$ cat src/rtl/pwm_ctrl_pkg.sv
// Shared types and step arithmetic for the slew-limited PWM duty controller.
package pwm_ctrl_pkg;

    localparam int DUTY_W           = 11;
    localparam int STEP_DEF         = 16;
    localparam int DUTY_MAX_DEF     = 1945;
    localparam int WDOG_PERIODS_DEF = 64;

    typedef enum logic [2:0] {
        IDLE  = 3'd0,
        RAMP  = 3'd1,
        HOLD  = 3'd2,
        BRAKE = 3'd3,
        FAULT = 3'd4
    } state_t;

    // Move cur toward tgt by at most step; unsigned, never overshoots or wraps.
    function automatic logic [DUTY_W-1:0] step_toward(input logic [DUTY_W-1:0] cur,
                                                      input logic [DUTY_W-1:0] tgt,
                                                      input logic [DUTY_W-1:0] step);
        logic [DUTY_W-1:0] diff;
        if (tgt >= cur) begin
            diff = tgt - cur;
            return (diff <= step) ? tgt : cur + step;
        end
        diff = cur - tgt;
        return (diff <= step) ? tgt : cur - step;
    endfunction

    function automatic logic [DUTY_W-1:0] sat_duty(input logic [DUTY_W-1:0] req,
                                                   input logic [DUTY_W-1:0] cap);
        return (req > cap) ? cap : req;
    endfunction

endpackage

$ cat src/rtl/pwm_duty_ctrl_wdog.sv
// Watchdog counting PWM periods without a fresh target; pulses expire on the
// synch that completes WDOG_PERIODS periods.
module pwm_wdog #(
    parameter int WDOG_PERIODS = 64
) (
    input  logic clk,
    input  logic rst,
    input  logic count_en,
    input  logic synch,
    input  logic clr,
    output logic expire
);

    localparam int                CNT_W = $clog2(WDOG_PERIODS + 1);
    localparam logic [CNT_W-1:0]  LAST  = CNT_W'(WDOG_PERIODS - 1);

    logic [CNT_W-1:0] cnt;

    // A clear in the same cycle as the final synch suppresses the expiry.
    assign expire = count_en & synch & ~clr & (cnt == LAST);

    always_ff @(posedge clk) begin
        if (rst || clr || !count_en) begin
            cnt <= '0;
        end else if (synch) begin
            cnt <= expire ? '0 : cnt + CNT_W'(1);
        end
    end

endmodule

$ cat src/rtl/pwm_duty_ctrl.sv
// Slew-limited duty controller: steps duty toward an accepted target once per
// PWM period, with brake / enable / watchdog-fault overrides forcing zero.
module pwm_duty_ctrl
    import pwm_ctrl_pkg::*;
#(
    parameter int STEP         = STEP_DEF,
    parameter int DUTY_MAX     = DUTY_MAX_DEF,
    parameter int WDOG_PERIODS = WDOG_PERIODS_DEF
) (
    input  logic              clk,
    input  logic              rst,
    input  logic              en,
    input  logic              brake,
    input  logic [DUTY_W-1:0] tgt_duty,
    input  logic              tgt_vld,
    output logic              tgt_rdy,
    input  logic              PWM_synch,
    input  logic              clr_fault,
    output logic [DUTY_W-1:0] duty,
    output logic              at_tgt,
    output logic              fault,
    output logic [2:0]        state_dbg
);

    localparam logic [DUTY_W-1:0] STEP_V = DUTY_W'(STEP);
    localparam logic [DUTY_W-1:0] MAX_V  = DUTY_W'(DUTY_MAX);

    state_t            state, state_nxt;
    logic [DUTY_W-1:0] tgt, tgt_acc, tgt_nxt, duty_nxt, ramp_duty;
    logic              fault_nxt, accept, active, expire;

    // Handshake: a target is taken on any cycle where tgt_vld and tgt_rdy are
    // both high; tgt_rdy is combinational and never depends on tgt_vld.
    assign tgt_rdy   = ~rst & ~brake & (state == IDLE || state == RAMP || state == HOLD);
    assign accept    = tgt_vld & tgt_rdy;
    assign tgt_acc   = accept ? sat_duty(tgt_duty, MAX_V) : tgt;
    assign active    = (state == RAMP) || (state == HOLD);
    // The step uses the registered target, so a same-cycle accept lands next period.
    assign ramp_duty = (state == RAMP && PWM_synch) ? step_toward(duty, tgt, STEP_V) : duty;
    assign state_dbg = state;

    pwm_wdog #(.WDOG_PERIODS(WDOG_PERIODS)) u_wdog (
        .clk      (clk),
        .rst      (rst),
        .count_en (active),
        .synch    (PWM_synch),
        .clr      (accept | ~active),
        .expire   (expire)
    );

    always_ff @(posedge clk) begin
        if (rst) begin
            state <= IDLE;
            duty  <= '0;
            tgt   <= '0;
            fault <= 1'b0;
        end else begin
            state <= state_nxt;
            duty  <= duty_nxt;
            tgt   <= tgt_nxt;
            fault <= fault_nxt;
        end
    end

    always_comb begin
        state_nxt = state;
        if (state == FAULT) begin
            if (clr_fault && !en) state_nxt = IDLE;
        end else if (expire) begin
            state_nxt = FAULT;
        end else if (brake) begin
            state_nxt = BRAKE;
        end else if (!en) begin
            state_nxt = IDLE;
        end else begin
            case (state)
                IDLE, BRAKE: state_nxt = (tgt_acc != '0) ? RAMP : HOLD;
                RAMP:        if (ramp_duty == tgt_acc) state_nxt = HOLD;
                HOLD:        if (accept && tgt_acc != duty) state_nxt = RAMP;
                default:     state_nxt = IDLE;
            endcase
        end
    end

    // Zero-forcing states clear duty immediately; BRAKE and FAULT also drop the target.
    always_comb begin
        duty_nxt  = ramp_duty;
        tgt_nxt   = tgt_acc;
        fault_nxt = 1'b0;
        at_tgt    = (state == HOLD);
        case (state_nxt)
            IDLE: duty_nxt = '0;
            BRAKE: begin
                duty_nxt = '0;
                tgt_nxt  = '0;
            end
            FAULT: begin
                duty_nxt  = '0;
                tgt_nxt   = '0;
                fault_nxt = 1'b1;
            end
            default: ;
        endcase
    end

endmodule

$ cat config.mk
export PLATFORM = sky130hd
export DESIGN_NAME = pwm_duty_ctrl
export DESIGN_NICKNAME = d
export VERILOG_FILES = /design/src/rtl/pwm_ctrl_pkg.sv /design/src/rtl/pwm_duty_ctrl_wdog.sv /design/src/rtl/pwm_duty_ctrl.sv
export SDC_FILE = /design/constraint.sdc
export NUM_CORES = 1
export LEC_CHECK = 0
export CORE_AREA = 2 2 96 98
export CTS_BUF_LIST = sky130_fd_sc_hd__clkbuf_4 sky130_fd_sc_hd__clkbuf_8 sky130_fd_sc_hd__clkbuf_16
export CTS_CLUSTER_DIAMETER = 150
export DETAILED_ROUTE_END_ITERATION = 8
export DIE_AREA = 0 0 98 100
export PLACE_DENSITY = 0.6
export SYNTH_ARGS = -nofsm -noshare
export SYNTH_HDL_FRONTEND = slang
export SYNTH_HIERARCHICAL = 1
export SYNTH_SLANG_ARGS = --single-unit
export TNS_END_PERCENT = 10
$ cat constraint.sdc
create_clock -name clk -period 9.2 [get_ports clk]
set_input_delay 1.38 -clock clk [delete_from_list [all_inputs] [get_ports clk]]
set_output_delay 1.38 -clock clk [all_outputs]
set_load 0.01 [all_outputs]
==> results of run 1 <==
==> stage by stage <==
step	hold slack [ns]	power (mW)	setup slack [ns]	cells	util, %
finish	0.515	0.446	4.23	590	44.0
CTS	0.517	0.446	4.28	590	44.0
global placement	0.490	0.328	4.10	583	43.0
global route	0.547	0.471	3.94	590	44.0
detailed placement	0.503	0.329	3.99	583	43.0
floorplan	0.476	0.284	4.91	460	-
==> final timing paths <==
path            startpoint             to  slack [ns]  depth (start not counted)
max                duty[4]   state_dbg[0]        4.23                         13
min          u_wdog/cnt[5]  u_wdog/cnt[5]        0.52                          2
max reg2reg        duty[4]   state_dbg[0]        4.23                         13
min reg2reg  u_wdog/cnt[5]  u_wdog/cnt[5]        0.52                          2
==> cells by family (layout without fill, tap and decap cells) <==
logic type               count (synthesis)  in the layout  synth area share, %
AND/OR/NAND/NOR                        171            171                 26.3
AO/OA/AOI/OAI                          141            141                 29.3
buffers and inverters                   53             72                 6.46
flip-flops                              33             33                 19.2
XOR/XNOR                                29             29                 7.37
adder cells (fa/ha/maj)                 24             24                 8.71
multiplexers                             9              9                 2.69
==> flip-flops by register name (all words and copies together), names as in the netlist <==
name,count
u_wdog/cnt,7
tgt,11
state_dbg,3
fault,1
duty,11
==> cell usage after synthesis, types with 2 or more instances <==
cell	number	area (um2)
a21oi_2	3	26.3
a211oi_1	3	22.5
o31ai_1	4	30.0
and4_1	2	17.5
buf_2	7	35.0
xnor2_1	20	175
nor2b_1	9	56.3
and3_1	7	43.8
o21a_1	2	15.0
clkbuf_1	14	52.6
nand2b_1	6	37.5
a22oi_1	3	22.5
nand2_1	30	113
nand4_2	2	25.0
or3b_2	2	17.5
nor2_1	49	184
nand4_1	5	31.3
nor4_1	4	25.0
a21o_1	6	45.0
nor3b_1	3	22.5
o221ai_1	4	35.0
a22o_1	3	26.3
mux2_2	2	22.5
dfxtp_1	33	661
a211o_1	3	26.3
a32oi_1	2	17.5
buf_6	2	22.5
mux2i_1	7	70.1
inv_1	30	113
or3_1	6	37.5
o22ai_1	6	37.5
o211ai_1	6	45.0
xor2_1	9	78.8
a221oi_1	4	35.0
ha_1	24	300
o21ai_0	18	90.1
o21ai_1	6	30.0
a31oi_1	3	18.8
a21oi_1	39	195
and2_1	4	25.0
or2_1	2	12.5
nand3_1	14	70.1
nor3_1	16	80.1
==> area by class of cell <==
class,instances,area [um2]
Tap cell,111,139
Multi-Input combinational cell,374,2560
Clock buffer,6,82.6
Inverter,30,113
Clock inverter,1,7.51
Timing Repair Buffer,35,348
Sequential cell,33,661
Fill cell,902,4980
==> power groups by stage <==
stage / sequential (mW) / clock [mW] / combinational [mW]
final: 0.150 / 0.116 / 0.179
after global routing: 0.151 / 0.125 / 0.195
after CTS: 0.150 / 0.119 / 0.177
after detailed placement: 0.154 / 0 / 0.176
after global placement: 0.154 / 0 / 0.174
after floorplan: 0.153 / 0 / 0.132
==> metal layers <==
| metal | vias up | track usage, % |
|---|---|---|
| met4 | 0 | 6.52 |
| met1 | 1645 | 27.5 |
| li1 | 1714 | - |
| met2 | 113 | 32.3 |
| met3 | 14 | 2.30 |
| met5 | - | 0 |
==> critical path, cell delays in order, from the launching register on <==
cell	delay [ns]
dfxtp_1	0.64
inv_1	0.23
ha_1	0.47
and3_1	0.24
o21ai_1	0.25
nand4_1	0.20
a221oi_2	0.45
nand3b_1	0.25
and2_1	0.47
o21ai_1	0.14
a32o_1	0.27
or4_1	0.55
a2111o_1	0.46
a22o_1	0.23
==> results.toml, run 1 <==
[routing]
via_per_inst = 5.91
drc = 0
highest_layer = "met4"
avgRoutedWirePerCell_um = 16.8
wl_met3_um = 521
routed_wl_um = 9900
drt.antenna.violating_nets = 0
dr.pass1.iters = 5
met2_length_um = 4530
vias = 3486
wl_met1_um = 4650
drtIter0Drc = 280

[status]
status = "completed"

[synth]
dominantRegCellSynth = "dfxtp_1"
yosysUniqueCellTypes = 79
yosys_warnings = 6
syn_inst = 460
avgSynthCellArea_um2 = 7.49
ys_ff_latch = 33
synth_seq_area_share_pct = 19.2
synth_edf_count = 0
synthArstFlopShare_pct = 0
syn-cell-area_um2 = 3450
syn-num-nets = 502

[clock_network]
clkTransAtPathRegs_ns = 0.07
clock_sinks = 33
root_buffer = "clkbuf_8"
post-cts-setup-buffers = 0
cts_tree = "built"
worstSkewPairLatency_ns = 0.29
cts-htree-levels = 2
holdBufCountCts = 0
cts_resized = 0
cts_inserted_buffers = 5
clockBufferDepth = 2

[power_and_ir_drop]
p_comb_share_pct = 40.2
p_sw_mw = 0.164
power.leakage_nw = 1.53
intPower_mw = 0.281
swShare_pct = 36.9
clkPwrFrac_pct = 26.1
p_per_area_nw_per_um2 = 114
p_seq_share_pct = 33.7
ir_worst_vdd_v = 0.0000840

[timing]
maxSlewViolCount = 0
worst_pin_slew_ns = 0.990
relSlewSlack_pct = 33.9
min_period_over_period_pct = 54.0
finalHoldViolations = 0
setup_tns_ns = 0
setup_viol = 0
fmax_mhz = 201
layout_min_cycle_time_ns = 4.97
finClkSkew_ns = 0.00762
rsz0062_at_grt = "false"

[cells_and_area]
drive_above_1_share_pct = 6.68
syn2layout_area_growth_pct = 13.5
final_cell_mix = "nor2_1, a21oi_1, clkdlybuf4s50_1"
fin_area_um2 = 3910
fin_nets = 521
n_antenna_cell = 0
layout_commonest_cell = "nor2_1"

[die]
io_pins = 35
core_area_um2 = 8890
initial_utilization_pct = 38.8
dieArea_um2 = 9800
fp-row-count = 35
fp.dieW_um = 98
fp.dieH_um = 100

[placed_design]
io_buffers = 34
dpl.hpwl_um = 7670
placed_cell_area_um2 = 3820
gp_congestion = 1.00

[global_routing]
grt_pass1_vias = 3123
grt_util_all_layers_pct = 19.9
grt_first_pass_wirelength_um = 15900
grt_overflow = 0
grt_antenna_before_repair = 0
grt_max_degree = 17

[flow_run]
max_cap_viol_count = 0

[setup_path]
required_ns = 9.38
worstPathMaxFanout = 15
crit_type = "reg -> reg"
start_kind = "flip-flop"
endpoint_kind = "flip-flop"
worst_ep_arrival_time_ns = 5.15

[min_path]
hp-class = "reg -> reg"
(Power assumes the default switching activity.)
==> inputs of run 2 (changes only) <==
==> constraint.sdc (replaced) <==
create_clock -name clk -period 4.84 [get_ports clk]
set_input_delay 0.726 -clock clk [delete_from_list [all_inputs] [get_ports clk]]
set_output_delay 0.726 -clock clk [all_outputs]
set_load 0.01 [all_outputs]
==> results.toml, run 2 (synthesis results as in run 1) <==
[setup_path]
endpoint_kind = "flip-flop"
r2r_end = "state_dbg[0]"
rr_startpoint = "duty[8]"
worst_ep_arrival_time_ns = 4.79
worstPathMaxFanout = 11
r2r_slack_ns = 0.24
start_kind = "flip-flop"
reg2reg_depth = 14
required_ns = 5.03
crit_type = "reg -> reg"

[min_path]
hold_depth = 2
hp-start = "u_wdog/cnt[5]"
hp-class = "reg -> reg"
min_to = "u_wdog/cnt[5]"

[die]
fp-row-count = 35
core_area_um2 = 8890
fp.dieW_um = 98
initial_utilization_pct = 38.8
io_pins = 35
dieArea_um2 = 9800
fp.dieH_um = 100

[timing]
setup_viol = 0
whs_ns = 0.523
layout_min_cycle_time_ns = 4.60
finalHoldViolations = 0
maxSlewViolCount = 0
min_period_over_period_pct = 95.0
finClkSkew_ns = 0.00460
setup_tns_ns = 0
fmax_mhz = 217
rsz0062_at_grt = "false"
worst_pin_slew_ns = 0.878
relSlewSlack_pct = 41.3

[cells_and_area]
multi_input_comb_area_um2 = 2570
final_cell_mix = "nor2_1, a21oi_1, clkdlybuf4s50_1"
syn2layout_area_growth_pct = 16.1
layout_commonest_cell = "nor2_1"
top_regs = "duty: 11 flops, tgt: 11 flops, u_wdog/cnt: 7 flops"
n_antenna_cell = 0
drive_above_1_share_pct = 9.59
fin_nets = 531
fillers = 902
ff_latch_area_um2 = 662

[clock_network]
cts_tree = "built"
cts_resized = 0
clockBufferDepth = 2
holdBufCountCts = 0
cts_inserted_buffers = 5
worstSkewPairLatency_ns = 0.29
clkTransAtPathRegs_ns = 0.07
post-cts-setup-buffers = 0
clock_sinks = 33
cts-htree-levels = 2
root_buffer = "clkbuf_8"

[global_routing]
grt_max_degree = 16
grt_util_all_layers_pct = 20.4
grt_pass1_vias = 3242
grt_overflow = 0
grt_antenna_before_repair = 0
grt_first_pass_wirelength_um = 16300

[placed_design]
dpl.hpwl_um = 7970
gp_congestion = 0.923
io_buffers = 34

[status]
status = "completed"

[routing]
routed_wl_um = 10100
drtIter0Drc = 188
avgRoutedWirePerCell_um = 16.8
drc = 0
drt.antenna.violating_nets = 0
vias = 3435
dr.pass1.iters = 5
via_per_inst = 5.72

[power_and_ir_drop]
ir_worst_vdd_v = 0.000147
power.leakage_nw = 1.58
p_per_area_nw_per_um2 = 215

[flow_run]
max_cap_viol_count = 0
## run 2: cell count changes in the layout (fill, tap and decap cells not counted), sizes merged
| cell | before | now |
|---|---|---|
| buf | 1 | 11 |
| clkbuf | 6 | 7 |
## run 2: stage by stage
stage | cell area [um2] | setup slack, ns | utilization, % | total power [mW] | cells
2_1_floorplan | 3450 | 0.547 | - | 0.541 | 460
3_3_place_gp | 3900 | 0.194 | 43.8 | 0.630 | 593
3_5_place_dp | 3900 | 0.204 | 43.8 | 0.630 | 593
4_1_cts | 3990 | 0.162 | 44.9 | 0.856 | 601
5_1_grt | 4000 | 0.0284 | 45.0 | 0.905 | 601
6_report | 4000 | 0.241 | 45.0 | 0.860 | 601
## run 2: area by class of cell
cell class	count	share of cell area, %
well taps	111	3.47
repair buffers	45	10.6
clock inverters	1	0.188
multi-input cells	374	64.3
flip-flops and latches	33	16.5
clock buffers	7	2.10
inverters	30	2.81
## run 2: worst max path at each step
stage | from | end | slack, ns
detailed placement | duty[7] | state_dbg[0] | 0.20
CTS | duty[7] | state_dbg[0] | 0.16
floorplan | duty[4] | state_dbg[0] | 0.55
global placement | duty[7] | state_dbg[0] | 0.19
finish | duty[8] | state_dbg[0] | 0.24
global route | duty[8] | state_dbg[0] | 0.03
## run 2: routing by layer
metal / global-route usage (%) / wire [um] / vias up
li1: - / - / 1728
met1: 28.1 / 4940 / 1606
met2: 34.4 / 4640 / 88
met3: 1.95 / 366 / 13
met4: 5.77 / 170 / 0
met5: 0 / 0 / -
## run 2: worst max-delay path, cell delays in order (launching register included)
cell	delay (ns)
dfxtp_1	0.51
inv_1	0.22
ha_2	0.50
and4_1	0.29
nand2_1	0.07
a211o_1	0.28
o311a_1	0.14
nor4_4	0.37
a21boi_2	0.20
a221oi_1	0.43
o22ai_1	0.17
xor2_1	0.16
or4_1	0.49
a2111o_1	0.45
a22o_1	0.23
## run 2: power by group
group | switching [mW] | internal [mW]
combinational | 0.193 | 0.156
clock | 0.113 | 0.113
sequential | 0.00934 | 0.276
total | 0.315 | 0.545
==> inputs of run 3 (changes only) <==
--- a/config.mk
+++ b/config.mk
@@ -5,14 +5,14 @@
 export SDC_FILE = /design/constraint.sdc
 export NUM_CORES = 1
 export LEC_CHECK = 0
-export CORE_AREA = 2 2 96 98
+export CAP_MARGIN = 30
+export CORE_AREA = 2 2 98 100
 export CTS_BUF_LIST = sky130_fd_sc_hd__clkbuf_4 sky130_fd_sc_hd__clkbuf_8 sky130_fd_sc_hd__clkbuf_16
 export CTS_CLUSTER_DIAMETER = 150
 export DETAILED_ROUTE_END_ITERATION = 8
-export DIE_AREA = 0 0 98 100
-export PLACE_DENSITY = 0.6
+export DIE_AREA = 0 0 100 102
+export PLACE_DENSITY = 0.62
 export SYNTH_ARGS = -nofsm -noshare
 export SYNTH_HDL_FRONTEND = slang
-export SYNTH_HIERARCHICAL = 1
 export SYNTH_SLANG_ARGS = --single-unit
 export TNS_END_PERCENT = 10
==> constraint.sdc (replaced) <==
create_clock -name clk -period 4.1 [get_ports clk]
set_input_delay 0.615 -clock clk [delete_from_list [all_inputs] [get_ports clk]]
set_output_delay 0.615 -clock clk [all_outputs]
set_load 0.01 [all_outputs]
==> results.toml, run 3 <==
[status]
status = "completed"

[setup_path]
endpoint_kind = "flip-flop"
crit_chain = "inv_1 > ha_1 > a21o_1 > or3_4 > o21a_4 > a21oi_4 > xnor2_1 > or3_4 > nand2_1 > a221oi_1 > mux2_4 > a2111oi_4 > a31oi_1 > o31a_1"
r2r_end = "state_dbg[0]"
reg2reg_depth = 14
crit_path_frequent_cell = "or3_4"
rr_startpoint = "duty[3]"
crit_buf_inv = 1
crit_family = "compound AO/OA/AOI/OAI gates"
worstPathMaxFanout = 7
crit_type = "reg -> reg"
worst_ep_arrival_time_ns = 4.14
slowest_delay_ns = 0.47
r2r_slack_ns = 0.15
required_ns = 4.29
start_kind = "flip-flop"
crit_slowest_cell = "or3_4"

[cells_and_area]
drive_above_1_share_pct = 15.6
fin_nets = 568
final_cell_mix = "nor2_1, buf_4, clkdlybuf4s50_1"
fillers = 908
layout_commonest_cell = "nor2_1"
n_antenna_cell = 0
fin_area_um2 = 4420
top_regs = "duty: 11 flops, tgt: 11 flops, u_wdog.cnt: 7 flops"
syn2layout_area_growth_pct = 22.9

[min_path]
min_to = "u_wdog.cnt[6]"
hold_depth = 2
hp-start = "u_wdog.cnt[6]"
hp-class = "reg -> reg"

[synth]
synth_top_cell_by_area = "dfxtp_1"
yosysMostFrequentCell = "nor2_1"
syn_inst = 472
synth_seq_area_share_pct = 18.4
yosys_warnings = 0
syn-num-nets = 514
synth.top_cell.area_share_pct = 18.4
ys_ff_latch = 33
avgSynthCellArea_um2 = 7.62
synth_edf_count = 0
syn-cell-area_um2 = 3590
synth_commonest_cells = "nor2_1, dfxtp_1, xnor2_1"
dominantRegCellSynth = "dfxtp_1"
ys_top_cells_by_area = "dfxtp_1, ha_1, xnor2_1"
synthArstFlopShare_pct = 0
yosysUniqueCellTypes = 77

[power_and_ir_drop]
p_per_area_nw_per_um2 = 283
power.leakage_nw = 1.71
ir_worst_vdd_v = 0.000183
total_power_mw = 1.25

[timing]
setup_viol = 0
setup_tns_ns = 0
relSlewSlack_pct = 50.6
fmax_mhz = 253
finalHoldViolations = 0
finClkSkew_ns = 0.0126
maxSlewViolCount = 0
setup_ws_ns = 0.148
min_period_over_period_pct = 96.4
layout_min_cycle_time_ns = 3.95
worst_pin_slew_ns = 0.736

[flow_run]
max_cap_viol_count = 0

[placed_design]
dpl.hpwl_um = 8890
post-place-ws_ns = 0.0705
io_buffers = 34
placed_cell_area_um2 = 4240
gp_congestion = 1.01

[die]
fp.dieW_um = 100
core_area_um2 = 9110
initial_utilization_pct = 39.5
fp-row-count = 35
io_pins = 35
fp.dieH_um = 102
dieArea_um2 = 10200

[routing]
avgRoutedWirePerCell_um = 17.7
drtIter0Drc = 257
drt.antenna.violating_nets = 0
routed_wl_um = 11300
vias = 3720
drc = 0
dr.pass1.iters = 6
via_per_inst = 5.83

[clock_network]
worstSkewPairLatency_ns = 0.30
clkTransAtPathRegs_ns = 0.08
cts_inserted_buffers = 5
cts-htree-levels = 2
root_buffer = "clkbuf_8"
clockBufferDepth = 2
clock_sinks = 33
cts_tree = "built"

[global_routing]
grt_first_pass_wirelength_um = 18100
grt_antenna_before_repair = 0
grt_overflow = 0
grt_pass1_vias = 3616
grt_max_degree = 14
grt_util_all_layers_pct = 22.1
## run 3: where the power goes
part	total, mW	leakage, nW	switching (mW)	internal, mW
Sequential	0.337	0.267	0.00919	0.327
Combinational	0.575	1.38	0.327	0.248
Clock	0.339	0.0574	0.141	0.198
Total	1.25	1.71	0.478	0.773
## run 3: per-layer routing
layer,vias to the layer above,part of all wire (%),track usage (%)
li1,1831,-,-
met1,1725,44,28.0
met2,131,48,39.0
met3,33,4.4,2.46
met4,0,2.8,8.22
met5,-,0,0
## run 3: per-stage QoR
| stage | cells | hold WS, ns | utilization, % |
|---|---|---|---|
| floorplan | 472 | 0.423 | - |
| global placement | 628 | 0.441 | 46.5 |
| detailed placement | 628 | 0.439 | 46.5 |
| CTS | 636 | 0.451 | 47.8 |
| global route | 638 | 0.493 | 48.5 |
| finish | 638 | 0.446 | 48.5 |
## run 3: worst max-delay path by stage
stage | slack (ns) | endpoint | start | cells after the start
after global placement | 0.10 | state_dbg[0] | duty[3] | 14
final | 0.15 | state_dbg[0] | duty[3] | 14
after CTS | 0.04 | state_dbg[0] | duty[3] | 14
after floorplan | 0.10 | state_dbg[0] | duty[4] | 15
after global routing | -0.005 | state_dbg[0] | duty[3] | 14
after detailed placement | 0.07 | state_dbg[0] | duty[3] | 14
## run 3: worst register-to-register path, delay by kind of cell (launching register included)
kind,cells,cell delay [ns]
xor gates and xnor gates,1,0.18
adders and majority gates,1,0.40
buffers and inverters,1,0.06
muxes,1,0.30
DFF,1,0.41
and+or+nand+nor,3,0.95
AOI/OAI and AO/OA,7,1.54
## run 3: area by class of cell
type / count / area [um2] / area share (%)
repair buffers: 73 / 633 / 14.3
clock inverters: 2 / 37.5 / 0.849
inverters: 27 / 101 / 2.29
multi-input cells: 386 / 2760 / 62.5
well taps: 111 / 139 / 3.14
clock buffers: 6 / 82.6 / 1.87
flip-flops and latches: 33 / 662 / 15.0
## run 3: kinds of logic (layout without fill, tap and decap cells)
logic type	count (synthesis)	after routing	synth area share [%]
adder cells (fa/ha/maj)	24	24	8.35
AO/OA/AOI/OAI	122	122	26.7
flip-flops	33	33	18.4
AND/OR/NAND/NOR	188	188	27.1
multiplexers	13	13	3.86
XOR/XNOR	39	39	9.50
buffers and inverters	53	108	6.02
## run 3: repair_timing
item / 4_1_cts / 5_1_grt
hold buffers: 0 / 0
endpoints found under the hold margin: 0 / 0
endpoints found under the setup margin: 0 / 2
buffers inserted: 0 / 2
resized for setup: 0 / 8
